`src/rtl/lc3_pkg.sv`:
```
// Shared LC-3 decode definitions: opcodes, immediate field widths, the decoded
// record carried from decode to execute, and a sign-extension helper.
package lc3_pkg;

    localparam int WORD_W     = 16;
    localparam int REG_ADDR_W = 3;
    localparam int NUM_REGS   = 8;

    localparam int IMM5_W  = 5;
    localparam int OFF6_W  = 6;
    localparam int OFF9_W  = 9;
    localparam int OFF11_W = 11;
    localparam int TRAP8_W = 8;

    localparam logic [REG_ADDR_W-1:0] LINK_REG = 3'd7;

    typedef enum logic [3:0] {
        OP_BR   = 4'h0,
        OP_ADD  = 4'h1,
        OP_LD   = 4'h2,
        OP_ST   = 4'h3,
        OP_JSR  = 4'h4,
        OP_AND  = 4'h5,
        OP_LDR  = 4'h6,
        OP_STR  = 4'h7,
        OP_RTI  = 4'h8,
        OP_NOT  = 4'h9,
        OP_LDI  = 4'hA,
        OP_STI  = 4'hB,
        OP_JMP  = 4'hC,
        OP_RES  = 4'hD,
        OP_LEA  = 4'hE,
        OP_TRAP = 4'hF
    } opcode_e;

    typedef struct packed {
        opcode_e                 opcode;
        logic [WORD_W-1:0]       op_a;
        logic [WORD_W-1:0]       op_b;
        logic [WORD_W-1:0]       imm;
        logic [REG_ADDR_W-1:0]   dest;
        logic                    wen;
        logic                    setcc;
        logic [2:0]              nzp;
        logic [WORD_W-1:0]       pc;
        logic                    illegal;
    } dec_rec_t;

    // Field must already sit in the low bits; shifting up then arithmetic
    // shifting back replicates its top bit.
    function automatic logic [WORD_W-1:0] sext(input logic [WORD_W-1:0] value,
                                               input int width);
        logic signed [WORD_W-1:0] shifted;
        shifted = $signed(value << (WORD_W - width));
        return shifted >>> (WORD_W - width);
    endfunction

endpackage

```
`src/rtl/lc3_scoreboard.sv`:
```
// Pending-write scoreboard: one busy bit per GPR, set when a writing record
// retires and cleared by writeback; a same-cycle set overrides the clear.
module lc3_scoreboard
    import lc3_pkg::*;
(
    input  logic                  clk,
    input  logic                  rst,
    input  logic                  set_en,
    input  logic [REG_ADDR_W-1:0] set_addr,
    input  logic                  clr_en,
    input  logic [REG_ADDR_W-1:0] clr_addr,
    output logic [NUM_REGS-1:0]   busy
);

    logic [NUM_REGS-1:0] busy_next;

    always_comb begin
        // NOTE: start from the current value so every path assigns busy_next; no latch.
        busy_next = busy;
        if (clr_en) busy_next[clr_addr] = 1'b0;
        if (set_en) busy_next[set_addr] = 1'b1;
    end

    // NOTE: state registers use non-blocking assignment so all flops update together.
    always_ff @(posedge clk) begin
        if (rst) busy <= '0;
        else     busy <= busy_next;
    end

endmodule

```
`src/rtl/lc3_decode_stage.sv`:
```
// LC-3 decode stage: reads the register file, builds one decoded record per
// accepted instruction and stalls on pending writes (no bypass).
module lc3_decode_stage
    import lc3_pkg::*;
#(
    parameter int DATA_W = WORD_W,
    parameter int ADDR_W = REG_ADDR_W
) (
    input  logic              clk,
    input  logic              rst,
    input  logic              in_valid,
    output logic              in_ready,
    input  logic [DATA_W-1:0] in_instr,
    input  logic [DATA_W-1:0] in_pc,
    output logic [ADDR_W-1:0] rdAddrA,
    output logic [ADDR_W-1:0] rdAddrB,
    input  logic [DATA_W-1:0] rdDataA,
    input  logic [DATA_W-1:0] rdDataB,
    input  logic              wb_writeEN,
    input  logic [ADDR_W-1:0] wb_wrAddr,
    input  logic              flush,
    output logic              out_valid,
    input  logic              out_ready,
    output logic [3:0]        out_opcode,
    output logic [DATA_W-1:0] out_opA,
    output logic [DATA_W-1:0] out_opB,
    output logic [DATA_W-1:0] out_imm,
    output logic [ADDR_W-1:0] out_dest,
    output logic              out_wen,
    output logic              out_setcc,
    output logic [2:0]        out_nzp,
    output logic [DATA_W-1:0] out_pc,
    output logic              out_illegal
);

    opcode_e             op;
    logic                is_store;
    logic                uses_a;
    logic                uses_b;
    logic                haz_a;
    logic                haz_b;
    logic                accept;
    logic                retire;
    logic [NUM_REGS-1:0] busy;
    dec_rec_t            rec;
    dec_rec_t            rec_next;

    assign op       = opcode_e'(in_instr[15:12]);
    assign is_store = (op == OP_ST) || (op == OP_STI) || (op == OP_STR);
    assign uses_a   = (op == OP_ADD) || (op == OP_AND) || (op == OP_NOT) || (op == OP_LDR) ||
                      (op == OP_STR) || (op == OP_JMP) || (op == OP_JSR && !in_instr[11]);
    assign uses_b   = ((op == OP_ADD || op == OP_AND) && !in_instr[5]) || is_store;

    // Stores read their data register through port B.
    assign rdAddrA = in_instr[8:6];
    assign rdAddrB = is_store ? in_instr[11:9] : in_instr[2:0];

    // The held record's destination counts as pending before it has retired.
    assign haz_a = uses_a && (busy[rdAddrA] || (out_valid && rec.wen && rec.dest == rdAddrA));
    assign haz_b = uses_b && (busy[rdAddrB] || (out_valid && rec.wen && rec.dest == rdAddrB));

    assign in_ready = !rst && !flush && !haz_a && !haz_b && (!out_valid || out_ready);
    assign accept   = in_valid && in_ready;
    assign retire   = out_valid && out_ready && !flush;

    always_comb begin
        rec_next        = '0;
        rec_next.opcode = op;
        rec_next.op_a   = rdDataA;
        rec_next.op_b   = rdDataB;
        rec_next.pc     = in_pc;
        case (op)
            OP_ADD, OP_AND: begin
                rec_next.imm   = sext(DATA_W'(in_instr[IMM5_W-1:0]), IMM5_W);
                rec_next.dest  = in_instr[11:9];
                rec_next.wen   = 1'b1;
                rec_next.setcc = 1'b1;
                if (in_instr[5]) rec_next.op_b = rec_next.imm;
            end
            OP_NOT: begin
                rec_next.dest  = in_instr[11:9];
                rec_next.wen   = 1'b1;
                rec_next.setcc = 1'b1;
            end
            OP_LD, OP_LDI: begin
                rec_next.imm   = sext(DATA_W'(in_instr[OFF9_W-1:0]), OFF9_W);
                rec_next.dest  = in_instr[11:9];
                rec_next.wen   = 1'b1;
                rec_next.setcc = 1'b1;
            end
            OP_LDR: begin
                rec_next.imm   = sext(DATA_W'(in_instr[OFF6_W-1:0]), OFF6_W);
                rec_next.dest  = in_instr[11:9];
                rec_next.wen   = 1'b1;
                rec_next.setcc = 1'b1;
            end
            OP_LEA: begin
                rec_next.imm  = sext(DATA_W'(in_instr[OFF9_W-1:0]), OFF9_W);
                rec_next.dest = in_instr[11:9];
                rec_next.wen  = 1'b1;
            end
            OP_ST, OP_STI: rec_next.imm = sext(DATA_W'(in_instr[OFF9_W-1:0]), OFF9_W);
            OP_STR:        rec_next.imm = sext(DATA_W'(in_instr[OFF6_W-1:0]), OFF6_W);
            OP_BR: begin
                rec_next.imm = sext(DATA_W'(in_instr[OFF9_W-1:0]), OFF9_W);
                rec_next.nzp = in_instr[11:9];
            end
            OP_JSR: begin
                rec_next.dest = LINK_REG;
                rec_next.wen  = 1'b1;
                if (in_instr[11]) rec_next.imm = sext(DATA_W'(in_instr[OFF11_W-1:0]), OFF11_W);
            end
            OP_TRAP: begin
                rec_next.imm  = DATA_W'(in_instr[TRAP8_W-1:0]);
                rec_next.dest = LINK_REG;
                rec_next.wen  = 1'b1;
            end
            OP_RTI, OP_RES: rec_next.illegal = 1'b1;
            default: ;
        endcase
    end

    // Accept never coincides with flush, so the squash only needs to drop valid.
    always_ff @(posedge clk) begin
        if (rst) begin
            rec       <= '0;
            out_valid <= 1'b0;
        end else if (accept) begin
            rec       <= rec_next;
            out_valid <= 1'b1;
        end else if (flush || retire) begin
            out_valid <= 1'b0;
        end
    end

    lc3_scoreboard u_scoreboard (
        .clk      (clk),
        .rst      (rst),
        .set_en   (retire && rec.wen),
        .set_addr (rec.dest),
        .clr_en   (wb_writeEN),
        .clr_addr (wb_wrAddr),
        .busy     (busy)
    );

    assign out_opcode  = rec.opcode;
    assign out_opA     = rec.op_a;
    assign out_opB     = rec.op_b;
    assign out_imm     = rec.imm;
    assign out_dest    = rec.dest;
    assign out_wen     = rec.wen;
    assign out_setcc   = rec.setcc;
    assign out_nzp     = rec.nzp;
    assign out_pc      = rec.pc;
    assign out_illegal = rec.illegal;

endmodule

```
`config.mk`:
```
export PLATFORM = sky130hd
export DESIGN_NAME = lc3_decode_stage
export DESIGN_NICKNAME = d
export VERILOG_FILES = /design/src/rtl/lc3_pkg.sv /design/src/rtl/lc3_scoreboard.sv /design/src/rtl/lc3_decode_stage.sv
export SDC_FILE = /design/constraint.sdc
export NUM_CORES = 1
export LEC_CHECK = 0
export ABC_AREA = 0
export CAP_MARGIN = 20
export CORE_ASPECT_RATIO = 1.2
export CORE_UTILIZATION = 48
export CTS_CLUSTER_DIAMETER = 60
export DETAILED_ROUTE_END_ITERATION = 8
export PLACE_DENSITY = 0.93
export RECOVER_POWER = 25
export SKIP_CTS_REPAIR_TIMING = 1
export SLEW_MARGIN = 0
export SYNTH_ARGS = -nofsm -noshare
export SYNTH_HDL_FRONTEND = slang
export SYNTH_SLANG_ARGS = --single-unit
```
`constraint.sdc`:
```
create_clock -name clk -period 4.3 [get_ports clk]
set_input_delay 0.43 -clock clk [delete_from_list [all_inputs] [get_ports clk]]
set_output_delay 0.43 -clock clk [all_outputs]
set_load 0.01 [all_outputs]
```
==> metrics <==
FF-to-FF End=out_opA[7]; Routed WL per cell=roughly 16 um; n_diodes=0; Worst-Skew Late Latency=0.35 ns; Warnings, synthesis=0; Seq/Total Area, Yosys=0.3774; mapped cell area=about 0.0043 mm^2; Net Sw Frac=0.2557; P&R area growth vs syn=40.77%; highest metal used=met4; Post-synth EDFFs=0; ANT nets after route=0; Worst EP required=around 3.9 ns; core area=0.008611 mm^2; crit path kind=input port to primary output; Final #Nets=697; routability cong.=roughly 0.99; post-layout util=0.7024; metal2 WL=~6.3 mm; Worst EP arrival=approximately 3.2 ns; final setup violation count=0; CTS tree=done; first-pass GRT wire length=19.36 mm; min Tclk post-route=around 3.7 ns; CTS sink count=just over 80; worst reg-to-reg path cell count=8; initial antenna violation count=0; DIE AREA=0.009335 mm^2; Max-Cap Viols=0; combinational family with the most area after synthesis=simple AND/OR/NAND/NOR gates; post-synthesis adder-cell area fraction=0; biggest area consumer among synthesized cells=dfxtp_1; clk_skew=0.008152 ns; Internal=0.001367 W; CP Launch Point=in_instr[15]; cells after synthesis=about 500; share of power burned in registers=0.440; vias=between 4000 and 5000; Tot GR Track Use=0.2664; Synth Net Count=approximately 570; mux share of post-synthesis cell area=0.1313; Peak VDD IR=~280 uV; final slew viol count=0; width of the die=~88 um; metal3 WL=between 700 and 800 um; period utilization=0.8516; Die Y=about 110 um; initial DRC count=between 300 and 400; Comb pwr share=0.194; layout cell share with drive strength beyond 1=0.1035; Static Leak=roughly 2.4 nW; largest net degree at the start of global routing=82; post-synth top area share=0.3774; Synth cell types=51; Pre-antenna DRT Iters=4; vias in the first global route=4014; row cnt=37; pwr dens=303.7 mW/mm^2; TNS Setup=0 ns; clock tree buffer depth=2; FFs w/ async S/R, synth=0; RSZ-0062 raised after global routing=false; switching power=0.0004696 W; Synth area leaders=dfxtp_1, nor2b_1, mux2_2, o21ai_0, a21oi_1; vias per inst=5.448; Syn Area/Cell=roughly 8.6 um^2; Reg clk slew, reported paths=roughly 0.080 ns; Setup crit start kind=input port; Critical Path Fanout Max=14; number of port buffers=between 150 and 200; Root Buffer=clkbuf_8; Post-DP HPWL=8.644 mm; slew at the pin closest to its max-slew limit=1.006 ns; min-delay worst type=register to register; # IOs=158; Worst setup EP type=primary output; xor/xnor share of the synthesized area=0.006115; slack of the worst reg-to-reg path=~1.7 ns; crit path to=in_ready; FF+latch count, synth=81; final hold vios=0; CTS buffer count=9; DRC errors left=0; grt ovf=0; Routed WL=about 12 mm; post-synthesis compound-gate area fraction=0.1948; clock share of power=0.366; Slew headroom=0.3292; Post-Synth Simple-Gate Area=0.2260; status=finished, final reports clean; Fmax=273.1 MHz; Max H-tree Level=3; M1 wire length=4.945 mm; r2r startpoint=u_scoreboard.busy[1]; Initial Util=0.4990; top_reg_cell synth=dfxtp_1
==> layout by cell type (no fill, tap or decap), types with 7 or more instances in the layout <==
cell and n:
clkdlybuf4s50_1 118, dfxtp_1 81, nor2b_1 77, o21ai_0 63, dlygate4sd3_1 38, mux2_2 35, nand2_1 25, a21oi_1 24
nor2_1 22, nand2b_1 17, a22oi_1 10, o21ai_1 9, clkbuf_8 9, mux2i_1 8, inv_1 7
==> how the worst min path moves through the flow <==
stage | startpoint | endpoint | slack, ns | cells after the start
floorplan | u_scoreboard.busy[7] | u_scoreboard.busy[7] | 0.49 | 2
global placement | u_scoreboard.busy[6] | u_scoreboard.busy[6] | 0.54 | 2
detailed placement | out_opcode[0] | out_opcode[0] | 0.56 | 2
CTS | out_opcode[0] | out_opcode[0] | 0.57 | 2
global route | out_opcode[0] | out_opcode[0] | 0.60 | 2
finish | out_opcode[0] | out_opcode[0] | 0.57 | 2
==> Yosys cell counts, types with 2 or more instances <==
master and n:
a211oi_1 6, a21boi_0 3, a21oi_1 24, a22oi_1 10
a31oi_1 5, a32oi_1 2, a41oi_1 2, and2_1 5
buf_2 3, buf_4 8, buf_6 5, clkbuf_1 29
clkbuf_2 2, dfxtp_1 81, inv_1 7, mux2_1 4
mux2_2 35, mux2i_1 8, mux4_2 2, nand2_1 25
nand2b_1 17, nand3_1 6, nand3b_1 2, nand4_1 2
nand4b_1 2, nor2_1 22, nor2b_1 77, nor3_1 2
nor3b_1 3, o2111a_1 2, o21ai_0 63, o21ai_1 9
o31ai_1 5, xnor2_1 3
==> state kept, by name, summed over array words and instances, names as in the netlist <==
name               count
out_dest               3
out_illegal            1
out_imm               11
out_nzp                3
out_opA               16
out_opB               16
out_opcode             4
out_pc                16
out_setcc              1
out_valid              1
out_wen                1
u_scoreboard.busy      8
==> critical path: stages <==
cell and delay [ns]:
clkdlybuf4s50_1 0.62, and2_4 0.30, nor2_2 0.29, mux2i_1 0.32, a21oi_1 0.14, a31oi_2 0.34
o2111a_1 0.25, clkdlybuf4s50_1 0.54
==> cell type report <==
| type | count | area (um^2) |
|---|---|---|
| multi-input cells | 363 | 2399 |
| well taps | 117 | 146.4 |
| clock buffers | 9 | 123.9 |
| repair buffers | 162 | 1617 |
| clock inverters | 6 | 115.1 |
| inverters | 7 | 26.28 |
| fillers | 655 | 2562 |
| flip-flops and latches | 81 | 1622 |
==> per-stage QoR <==
| step | hold WS [ns] | std cells | cell area [um^2] | setup WS, ns | power, W |
|---|---|---|---|---|---|
| 2_1_floorplan | 0.4909 | 498 | 4297 | 1.890 | 0.0009995 |
| 3_3_place_gp | 0.5389 | 730 | 5809 | 0.7227 | 0.001174 |
| 3_5_place_dp | 0.5558 | 730 | 5809 | 0.6646 | 0.001186 |
| 4_1_cts | 0.5706 | 745 | 6048 | 0.6530 | 0.001855 |
| 5_1_grt | 0.5996 | 745 | 6048 | 0.4469 | 0.001909 |
| 6_report | 0.5664 | 745 | 6048 | 0.6381 | 0.001837 |
==> power groups by stage <==
stage / clock (W) / sequential, W / combinational [W]
after floorplan: 0 / 0.000839 / 0.000160
after global placement: 0 / 0.000824 / 0.000350
after detailed placement: 0 / 0.000827 / 0.000359
after CTS: 0.000684 / 0.000810 / 0.000361
after global routing: 0.000713 / 0.000813 / 0.000383
final: 0.000672 / 0.000809 / 0.000355
==> per-layer routing <==
| metal | vias up | GRT usage |
|---|---|---|
| li1 | 1976 | - |
| met1 | 1907 | 0.3135 |
| met2 | 147 | 0.4621 |
| met3 | 29 | 0.05795 |
| met4 | 0 | 0.1037 |
| met5 | - | 0 |
==> cells by family after synthesis <==
kind of cell	after synthesis
xor+xnor	3
flops	81
mux	49
buf+inv	54
simple gates	172
compound gates	139
Power figures use the tool's default switching activity.
